$ cat config.mk
export PLATFORM = sky130hd
export DESIGN_NAME = lii_pkt_sched
export DESIGN_NICKNAME = d
export VERILOG_FILES = /design/src/rtl/lii_pkg.sv /design/src/rtl/lii_rr_pick.sv /design/src/rtl/lii_pkt_sched.sv
export SDC_FILE = /design/constraint.sdc
export NUM_CORES = 1
export LEC_CHECK = 0
export BUFFER_PORTS_ARGS = -buffer_cell sky130_fd_sc_hd__buf_2
export CORE_MARGIN = 1
export CORE_UTILIZATION = 50
export DETAILED_ROUTE_END_ITERATION = 16
export PLACE_DENSITY = 0.74
export SLEW_MARGIN = 0
export SYNTH_ARGS = -nofsm -noshare
export SYNTH_HDL_FRONTEND = slang
export SYNTH_SLANG_ARGS = --single-unit
$ cat constraint.sdc
create_clock -name clk -period 4.2 [get_ports clk]
set_input_delay 0.84 -clock clk [delete_from_list [all_inputs] [get_ports clk]]
set_output_delay 0.84 -clock clk [all_outputs]
set_load 0.01 [all_outputs]
$ cat src/rtl/lii_pkg.sv
// Shared LII definitions: packet header field widths and the scheduler state encoding.
package lii_pkg;

  localparam int TYPE_W = 2;
  localparam int DST_W  = 3;
  localparam int SRC_W  = 3;

  typedef enum logic {
    IDLE = 1'b0,
    LOCK = 1'b1
  } sched_state_t;

endpackage

$ cat src/rtl/lii_rr_pick.sv
// Combinational round-robin picker: first set request at or after i_ptr, wrapping.
module lii_rr_pick #(
  parameter int N  = 4,
  parameter int PW = 2
) (
  input  logic [N-1:0]  i_req,
  input  logic [PW-1:0] i_ptr,
  output logic [N-1:0]  o_onehot,
  output logic          o_valid
);

  logic          w_found;
  logic [PW:0]   w_sum;
  logic [PW-1:0] w_idx;

  always_comb begin
    o_onehot = '0;
    w_found  = 1'b0;
    w_sum    = '0;
    w_idx    = '0;
    for (int k = 0; k < N; k++) begin
      w_sum = {1'b0, i_ptr} + (PW+1)'(k);
      if (w_sum >= (PW+1)'(N)) w_sum = w_sum - (PW+1)'(N);
      w_idx = w_sum[PW-1:0];
      if (!w_found && i_req[w_idx]) begin
        o_onehot[w_idx] = 1'b1;
        w_found         = 1'b1;
      end
    end
  end

  assign o_valid = |i_req;

endmodule

$ cat src/rtl/lii_pkt_sched.sv
// Per-output wormhole scheduler: two-class round-robin with low-class aging and credit flow control.
module lii_pkt_sched
  import lii_pkg::*;
#(
  parameter int N_IN         = 4,
  parameter int TYPE_W       = lii_pkg::TYPE_W,
  parameter int TYPE_PRIO    = 2,
  parameter int CREDIT_W     = 4,
  parameter int CREDITS_INIT = 8,
  parameter int AGE_MAX      = 15
) (
  input  logic                     clk,
  input  logic                     rst,
  input  logic [N_IN-1:0]          req,
  input  logic [N_IN-1:0]          req_last,
  input  logic [N_IN*TYPE_W-1:0]   req_type,
  input  logic                     out_ready,
  input  logic                     credit_ret,
  output logic [N_IN-1:0]          gnt,
  output logic                     gnt_v,
  output logic                     locked,
  output logic [CREDIT_W-1:0]      credit_cnt,
  output logic                     credit_err
);

  localparam int PW     = $clog2(N_IN);
  localparam int AGE_W  = $clog2(AGE_MAX + 1);
  localparam int MASK_W = 1 << TYPE_W;
  localparam logic [MASK_W-1:0]   PRIO_MASK = MASK_W'(TYPE_PRIO);
  localparam logic [CREDIT_W-1:0] CRED_MAX  = CREDIT_W'(CREDITS_INIT);
  localparam logic [AGE_W-1:0]    AGE_TOP   = AGE_W'(AGE_MAX);

  sched_state_t        r_state, w_state_nxt;
  logic [PW-1:0]       r_hi_ptr, r_lo_ptr, r_owner;
  logic                r_owner_lo;
  logic [CREDIT_W-1:0] r_credit;
  logic                r_credit_err;
  logic [AGE_W-1:0]    r_age;

  logic [N_IN-1:0] w_hi_mask, w_hi_req, w_lo_req, w_hi_gnt, w_lo_gnt, w_pick;
  logic            w_hi_v, w_lo_v, w_promote, w_pick_lo, w_has_credit;
  logic            w_acc, w_win_last, w_cls_lo, w_acc_lo;
  logic [PW-1:0]   w_win_idx, w_nxt_ptr;

  always_comb begin
    w_hi_mask = '0;
    for (int i = 0; i < N_IN; i++) w_hi_mask[i] = PRIO_MASK[req_type[i*TYPE_W +: TYPE_W]];
  end

  assign w_hi_req = req & w_hi_mask;
  assign w_lo_req = req & ~w_hi_mask;

  lii_rr_pick #(.N(N_IN), .PW(PW)) u_pick_hi (
    .i_req(w_hi_req), .i_ptr(r_hi_ptr), .o_onehot(w_hi_gnt), .o_valid(w_hi_v)
  );

  lii_rr_pick #(.N(N_IN), .PW(PW)) u_pick_lo (
    .i_req(w_lo_req), .i_ptr(r_lo_ptr), .o_onehot(w_lo_gnt), .o_valid(w_lo_v)
  );

  // A saturated age counter lets a pending low request jump ahead of the high class once.
  assign w_promote    = (r_age == AGE_TOP) && w_lo_v;
  assign w_pick_lo    = w_lo_v && (!w_hi_v || w_promote);
  assign w_pick       = w_pick_lo ? w_lo_gnt : w_hi_gnt;
  assign w_has_credit = (r_credit != '0);

  // Handshake: a beat transfers in the cycle where gnt_v and out_ready are both high.
  always_comb begin
    gnt = '0;
    if (w_has_credit) begin
      if (r_state == IDLE)     gnt = w_pick;
      else if (req[r_owner])   gnt = N_IN'(1) << r_owner;
    end
  end

  assign gnt_v  = |gnt;
  assign locked = (r_state == LOCK);
  assign w_acc  = gnt_v & out_ready;

  always_comb begin
    w_win_idx = '0;
    for (int i = 0; i < N_IN; i++) if (gnt[i]) w_win_idx = PW'(i);
  end

  assign w_win_last = |(gnt & req_last);
  assign w_cls_lo   = (r_state == IDLE) ? w_pick_lo : r_owner_lo;
  assign w_acc_lo   = w_acc & w_cls_lo;
  assign w_nxt_ptr  = (w_win_idx == PW'(N_IN - 1)) ? '0 : w_win_idx + 1'b1;

  always_ff @(posedge clk) begin
    if (rst) r_state <= IDLE;
    else     r_state <= w_state_nxt;
  end

  always_comb begin
    w_state_nxt = r_state;
    case (r_state)
      IDLE: if (w_acc && !w_win_last) w_state_nxt = LOCK;
      LOCK: if (w_acc && w_win_last)  w_state_nxt = IDLE;
      default: w_state_nxt = IDLE;
    endcase
  end

  always_ff @(posedge clk) begin
    if (rst) begin
      r_hi_ptr     <= '0;
      r_lo_ptr     <= '0;
      r_owner      <= '0;
      r_owner_lo   <= 1'b0;
      r_credit     <= CRED_MAX;
      r_credit_err <= 1'b0;
      r_age        <= '0;
    end else begin
      if (r_state == IDLE && w_acc && !w_win_last) begin
        r_owner    <= w_win_idx;
        r_owner_lo <= w_pick_lo;
      end
      if (w_acc && w_win_last) begin
        if (w_cls_lo) r_lo_ptr <= w_nxt_ptr;
        else          r_hi_ptr <= w_nxt_ptr;
      end
      if (!w_lo_v || w_acc_lo) r_age <= '0;
      else if (r_age != AGE_TOP) r_age <= r_age + 1'b1;
      case ({w_acc, credit_ret})
        2'b10: r_credit <= r_credit - 1'b1;
        2'b01: begin
          if (r_credit == CRED_MAX) r_credit_err <= 1'b1;
          else                      r_credit     <= r_credit + 1'b1;
        end
        default: r_credit <= r_credit;
      endcase
    end
  end

  assign credit_cnt = r_credit;
  assign credit_err = r_credit_err;

endmodule

# Word-level counts from Yosys, hierarchy flattened
# Cells that the tools add are included.
[op_classes]
mux = 78
add_sub_neg = 18
magnitude_cmp = 29
shift = 1
eq_ne = 7
n_reduce_logical = 42
bitwise_logic = 14
[op_table]
columns = ["operator", "n"]
rows = [
  ["$mux 4", 13],
  ["$lt 2x3->1 const B", 13],
  ["$mux 1", 31],
  ["$bmux 1 s2", 13],
  ["$or 4x4->4", 6],
  ["$mux 2", 11],
  ["$logic_and 1x1->1", 20],
  ["$ge 3x3->1 const B", 6],
  ["$demux 1 s2", 8],
  ["$ge 2x1->1 const B", 8],
  ["$reduce_or 4->1", 4],
  ["$sub 2x1->2 const B", 8],
  ["$add 2x2->3 const B", 4],
  ["$and 4x4->4", 3],
  ["$logic_not 1->1", 9],
  ["$add 4x1->4 const B", 2],
  ["$eq 4x4->1 const B", 2],
  ["$pmux 4 s2", 1],
  ["$reduce_and 2->1", 4],
  ["$add 2x1->3 const B", 2],
  ["$ge 2x3->1 const B", 2],
  ["$eq 2x2->1 const B", 2],
  ["$ne 4x4->1 const B", 1],
  ["$not 4->4", 1],
  ["12 further kinds", 15],
]
[word_totals]
output_inout_bits = 11
regBits = 17
word_cells = 197

# Logic depth before layout (Yosys ltp)
[logic_depth]
depth_word = 25
depth_mapped = 19

# Hierarchy
# A second synthesis with hierarchy kept.
[hier_totals]
hier_cells = 208
area_unflattened_um2 = 1816.7
[modules_own_cells]
columns = ["module", "n_inst", "cells_per_inst", "area_each_um2", "seq_area_each_um2"]
rows = [
  ["lii_pkt_sched", 1, 146, 1196.1, 340.3],
  ["lii_rr_pick", 2, 31, 310.3, 0.0],
]

# Worst setup path after synthesis
# No wires, ideal clock.
[synth_path]
path_type = "reg-to-reg"
start = "register r_lo_ptr[0]"
end = "register r_credit[3], in the netlist credit_cnt[3]"
arrival_ns = 4.087
setup_slack_ns = -0.009
setup_ns = 0.122
synth_period_minus_slack_ns = 4.209
path_stages_with_launch = 19
path_cell_list = "dfxtp_1 -> clkbuf_1 -> inv_1 -> ha_1 -> nand2b_1 -> o22ai_1 -> a211o_1 -> and3_4 -> o41ai_4 -> a31oi_2 -> o41ai_4 -> buf_6 -> nand2_1 -> ha_1 -> a21o_1 -> a21oi_1 -> nor2b_1 -> mux2i_1 -> mux2i_1"
[synth_via]
elab_chain_cells = 22
word_cells_on_any_way = 70
classes_between = "add/sub (7); order compare (12); eq/ne (3); mux (31); bitwise (4); reduce/logical (13)"
[synth_rtl]
columns = ["item", "line", "source"]
rows = [
  ["from (decl)", "lii_pkt_sched.sv:34", "logic [PW-1:0] r_hi_ptr, r_lo_ptr, r_owner;"],
  ["from (signal assigned)", "lii_pkt_sched.sv:119", "if (w_cls_lo) r_lo_ptr <= w_nxt_ptr;"],
  ["branches (longest 13 deep; another with $add 2x1->3)", "--", ""],
  ["$mux 4 (*)", "lii_rr_pick.sv:25", "if (!w_found && i_req[w_idx]) begin"],
  ["$mux 4 (*)", "lii_pkt_sched.sv:64", "assign w_pick = w_pick_lo ? w_lo_gnt : w_hi_gnt;"],
  ["$mux 4 (*)", "lii_pkt_sched.sv:71", "if (r_state == IDLE) gnt = w_pick;"],
  ["$mux 4 (*)", "lii_pkt_sched.sv:70", "if (w_has_credit) begin"],
  ["net gnt[2]", "lii_pkt_sched.sv:19", "output logic [N_IN-1:0] gnt,"],
  ["$reduce_or 4->1 (*)", "lii_pkt_sched.sv:76", "assign gnt_v = |gnt;"],
  ["$and 1x1->1 (*)", "lii_pkt_sched.sv:78", "assign w_acc = gnt_v & out_ready;"],
  ["$eq 2x1->1 / $eq 2x2->1 (equally long branches)", "lii_pkt_sched.sv:124", "case ({w_acc, credit_ret})"],
  ["$ne 2x2->1 (no line) / $reduce_bool 2->1 (equally long branches)", "--", ""],
  ["$reduce_and 2->1 (no line)", "--", ""],
  ["to (signal assigned)", "lii_pkt_sched.sv:125", "2'b10: r_credit <= r_credit - 1'b1;"],
  ["to (signal assigned)", "lii_pkt_sched.sv:128", "else r_credit <= r_credit + 1'b1;"],
  ["to (signal assigned)", "lii_pkt_sched.sv:130", "default: r_credit <= r_credit;"],
  ["to (decl)", "lii_pkt_sched.sv:36", "logic [CREDIT_W-1:0] r_credit;"],
]
# Mark *: on every way through the listed nets, which the timed path passes. The select of a mux whose other input is x is not followed.
# A chain may end at the register's enable or synchronous reset.

# Worst setup path after layout
[layout_path]
start = "input req_type[0]"
end = "output gnt_v"
[layout_via]
elab_chain_cells = 20
word_cells_on_any_way = 63
classes_between = "mux (35); bitwise (9); reduce/logical (19)"
[layout_rtl]
columns = ["item", "line", "source"]
rows = [
  ["from (decl)", "lii_pkt_sched.sv:16", "input logic [N_IN*TYPE_W-1:0] req_type,"],
  ["$bmux 1 s2 (*)", "lii_pkt_sched.sv:47", "for (int i = 0; i < N_IN; i++) w_hi_mask[i] = PRIO_MASK[req_type[i*TYPE_W +: TYPE_W]];"],
  ["$mux 1 (not written as such) (*)", "lii_pkt_sched.sv:47", ""],
  ["$not 4->4", "lii_pkt_sched.sv:51", "assign w_lo_req = req & ~w_hi_mask;"],
  ["$and 4x4->4", "lii_pkt_sched.sv:51", ""],
  ["$bmux 1 s2", "lii_rr_pick.sv:25", ""],
  ["$mux 1 (not written as such)", "lii_rr_pick.sv:25", ""],
  ["$mux 1", "lii_rr_pick.sv:25", ""],
  ["$logic_not 1->1", "lii_rr_pick.sv:25", ""],
  ["[... 4 more ...]", "--", ""],
  ["$mux 1", "lii_rr_pick.sv:25", ""],
  ["$logic_not 1->1", "lii_rr_pick.sv:25", ""],
  ["$logic_and 1x1->1", "lii_rr_pick.sv:25", ""],
  ["$mux 4", "lii_rr_pick.sv:25", ""],
  ["$mux 4 (*)", "lii_pkt_sched.sv:64", ""],
  ["$mux 4 (*)", "lii_pkt_sched.sv:71", ""],
  ["$mux 4 (*)", "lii_pkt_sched.sv:70", ""],
  ["$reduce_or 4->1 (*)", "lii_pkt_sched.sv:76", ""],
  ["to (decl)", "lii_pkt_sched.sv:20", "output logic gnt_v,"],
]
# Every way passes the cells marked *; elsewhere a longest branch is shown, timed or not. The select of a mux whose other input is x is not followed.

==> metrics.md <==
| Metric | Value |
|---|---|
| Summed negative setup slack over all endpoints | `0 ns` |
| Global-route usage over all layers | `26.2%` |
| Setup repair after global routing missed its margin | `no` |
| Initial antenna violation count | `0` |
| Total global routing overflow | `0` |
| Final Skew | `0.00186 ns` |
| Detailed-routing iteration count for the pre-antenna-repair pass | `4` |
| Clock transition at path regs | `0.08 ns` |
| Worst slew margin relative to its limit | `71.7%` |
| Total buffers and inverters traversed by the critical path | `3` |
| Seq/Total Area, Yosys | `15.4%` |
| Setup Crit Path Kind | `input port to output port` |
| Worst hold stages | `2` |
| Biggest area contributors in the synthesized netlist | `sky130_fd_sc_hd__dfxtp_1, sky130_fd_sc_hd__ha_1, sky130_fd_sc_hd__mux4_2` |
| Setup slack after placement | `0.00197 ns` |
| Share of post-route cells with drive strength above 1 | `24.8%` |
| Max stage delay on crit path | `0.46 ns` |
| Clock sink count | `17` |
| TritonCTS Buffers | `3` |
| Detailed-placement wirelength estimate | `4.51 mm` |
| Net total in the final layout | `349` |
| Cell Area, Synth | `2210 um^2` |
| Antenna Cells | `0` |
| Required time at the endpoint of the critical path | `3.36 ns` |
| Clock Path Buffers | `2` |
| Cts-stage hold buffer count | `0` |
| Worst ir drop on vdd | `0.453 mV` |
| Critical path fanouts, max | `5` |
| Max Freq | `244 MHz` |
| Worst-case reg-to-reg path depth | `15` |
| Skew-Pair Late Insertion Delay | `0.26 ns` |
| Number of cells upsized or downsized after cts | `0` |
| Number of setup buffers added after CTS | `0` |
| Final hold slack | `0.483 ns` |
| Sequential standard cell area | `340 um^2` |
| Count of cell types in the netlist | `68` |
| Number of hold violations in the final report | `0` |
| Dpl cell area | `2540 um^2` |
| Instance count on the critical path | `11` |
| Proportion of synthesized flip-flops having asynchronous set or reset | `0%` |
| Post-Route WL | `5.74 mm` |
| Transition time at the pin with the least slew margin | `0.414 ns` |
| Leakage dissipation | `1.10 nW` |
| Maximum number of pins on one net before global-route repair | `19` |
| Cell family with most CP delay | `simple AND/OR/NAND/NOR gates` |
| Min-delay src | `credit_err$_SDFFE_PP0P_` |
| Cells traversed along the worst timing path | `buf_2 -> and3b_1 -> or3_1 -> a2111oi_4 -> o21ai_0 -> a41oi_1 -> and2_2 -> buf_4 -> nor2_1 -> nand2_1 -> buf_2` |
| Worst path most repeated cell | `sky130_fd_sc_hd__buf_2` |
| Post-route setup slack | `0.109 ns` |
| Type of destination of the critical path | `output port` |
| Via count of the first global-routing pass | `1,942` |
| Quantity of I/O buffers inserted on ports | `30` |
| Final total power | `1.42 mW` |
| Top-level I/O count | `31` |
| HP Class | `register to register` |
| Area growth from synthesis to layout | `18.4%` |
| Root cell of the clock tree | `sky130_fd_sc_hd__clkbuf_8` |
| Startpoint type of the worst setup path | `input port` |
| Yosys warning total | `0` |
| Launching instance or port of the critical path | `req_type[0]` |
| Post-Syn Instances | `263` |
| # setup viols final | `0` |
| Data arrival time of the critical path | `3.25 ns` |
| Remaining antenna violation count | `0` |
| Post-route standard cell area excluding fillers | `2610 um^2` |
| Cell type with the largest total area after synthesis | `sky130_fd_sc_hd__dfxtp_1` |
| Residual DRC | `0` |
| Net Count, Synth | `301` |
| Post-synthesis register bit count | `17` |
| Final clock period utilization by the worst path | `97.4%` |
| Number of filler instances in the final layout | `355` |
| Detailed-route via count | `2,225` |
| Wire length of the first global-routing pass | `9.28 mm` |
| Most used DFF post-synth | `sky130_fd_sc_hd__dfxtp_1` |
| GP Congestion | `0.874` |
| Outcome | `finished clean` |
| Final Slew Violations | `0` |
| Core Box Area | `4120 um^2` |
| Mean area per synthesized cell | `8.40 um^2` |
| Initial Utilization | `53.7%` |
| Die area | `4690 um^2` |
| Power per standard cell area | `543 nW/um^2` |
| Via density per instance | `6.18` |
| Max-cap violations | `0` |
| Initial DRC count | `149` |
| Die extent in y | `68.5 um` |
| Slowest stage cell, crit path | `sky130_fd_sc_hd__a2111oi_4` |
| Post-synth EDFFs | `0` |
| Die W | `68.5 um` |
| Area share of the largest cell type after synthesis | `15.4%` |
| CTS tree | `done` |
| Area of the multi-input gates | `1770 um^2` |
| Crit Reg-Reg Startpoint | `r_lo_ptr[0]$_SDFFE_PP0P_` |
| H-tree depth | `1` |
| Post-layout minimum cycle time | `4.09 ns` |
| Number of cell rows | `23` |
| Wirelength per Cell | `15.9 um` |
-- Yosys cell counts (4+ instances only) --
| cell type | instances |
|---|---|
| sky130_fd_sc_hd__a22oi_1 | 6 |
| sky130_fd_sc_hd__mux2i_1 | 8 |
| sky130_fd_sc_hd__mux4_2 | 4 |
| sky130_fd_sc_hd__inv_1 | 14 |
| sky130_fd_sc_hd__nor2b_1 | 8 |
| sky130_fd_sc_hd__o211ai_1 | 5 |
| sky130_fd_sc_hd__o21ai_0 | 5 |
| sky130_fd_sc_hd__nand3b_1 | 7 |
| sky130_fd_sc_hd__buf_2 | 5 |
| sky130_fd_sc_hd__ha_1 | 17 |
| sky130_fd_sc_hd__nand2_1 | 20 |
| sky130_fd_sc_hd__nand2b_1 | 10 |
| sky130_fd_sc_hd__nand3_1 | 8 |
| sky130_fd_sc_hd__dfxtp_1 | 17 |
| sky130_fd_sc_hd__nor3_1 | 6 |
| sky130_fd_sc_hd__and3b_1 | 5 |
| sky130_fd_sc_hd__a31oi_1 | 4 |
| sky130_fd_sc_hd__nor2_1 | 17 |
| sky130_fd_sc_hd__clkbuf_1 | 4 |
| sky130_fd_sc_hd__a211oi_1 | 9 |
-- through the flow --
stage / instances / utilization [%]
global placement: 356 / 61.7
finish: 360 / 63.5
global route: 360 / 63.5
detailed placement: 356 / 61.7
floorplan: 263 / -
CTS: 360 / 62.9
-- cells in the final DEF (no fill, tap or decap), types with 9 or more instances in the layout --
cell	netlist	routed
sky130_fd_sc_hd__nand2b_1	10	10
sky130_fd_sc_hd__ha_1	17	17
sky130_fd_sc_hd__dfxtp_1	17	17
sky130_fd_sc_hd__a211oi_1	9	9
sky130_fd_sc_hd__buf_4	0	24
sky130_fd_sc_hd__nand2_1	20	20
sky130_fd_sc_hd__inv_1	14	14
sky130_fd_sc_hd__buf_2	5	30
sky130_fd_sc_hd__nor2_1	17	17
-- metal layers --
metal  vias up  part of all wire (%)  track usage (%)
li1       1101                     -                -
met1      1068                    47             36.2
met2        48                    48             41.8
met3         8                   4.2             4.17
met4         0                   1.2             7.03
met5         -                     0                0
-- tightest hold or removal path, delay by kind of cell (launching register included) --
| kind | cells | cell delay (ns) |
|---|---|---|
| AND/OR/NAND/NOR | 1 | 0.07 |
| AO/OA/AOI/OAI | 1 | 0.05 |
| flip-flops | 1 | 0.33 |
-- power by group --
group	internal, mW	switching, mW	leakage [nW]
sequential	0.217	0.0681	0.139
clock	0.0669	0.0660	0.0217
combinational	0.456	0.547	0.944
total	0.739	0.681	1.10
-- final cells by class --
cell class,count,area share [%]
sequential,17,13.0
clock inverter,1,0.287
tap,50,2.39
inverter,15,2.20
clock buffer,3,1.58
timing repair buffer,54,12.6
multi-input combinational,220,67.9
-- kinds of logic after synthesis --
family,count (synthesis),share of synthesized area (%)
AOI/OAI and AO/OA,72,28.0
xor gates and xnor gates,2,0.793
adders and majority gates,18,10.5
buffers and inverters,26,5.44
DFF,17,15.4
muxes,17,10.4
and+or+nand+nor,111,29.4
-- sequential cells by signal (all words and copies together) (netlist names), named ones only --
signal and count:
credit_cnt 4, r_age 4, r_lo_ptr 2, r_hi_ptr 2
credit_err 1, r_owner_lo 1, r_owner 2
-- path summary, 6_finish.rpt --
path / to / slack, ns
min reg2reg: credit_err$_SDFFE_PP0P_ / 0.48
min: credit_err$_SDFFE_PP0P_ / 0.48
max reg2reg: credit_cnt[1]$_SDFFE_PP0P_ / 0.24
max: gnt_v / 0.11
No activity file was read; power rests on OpenSTA's default activity.
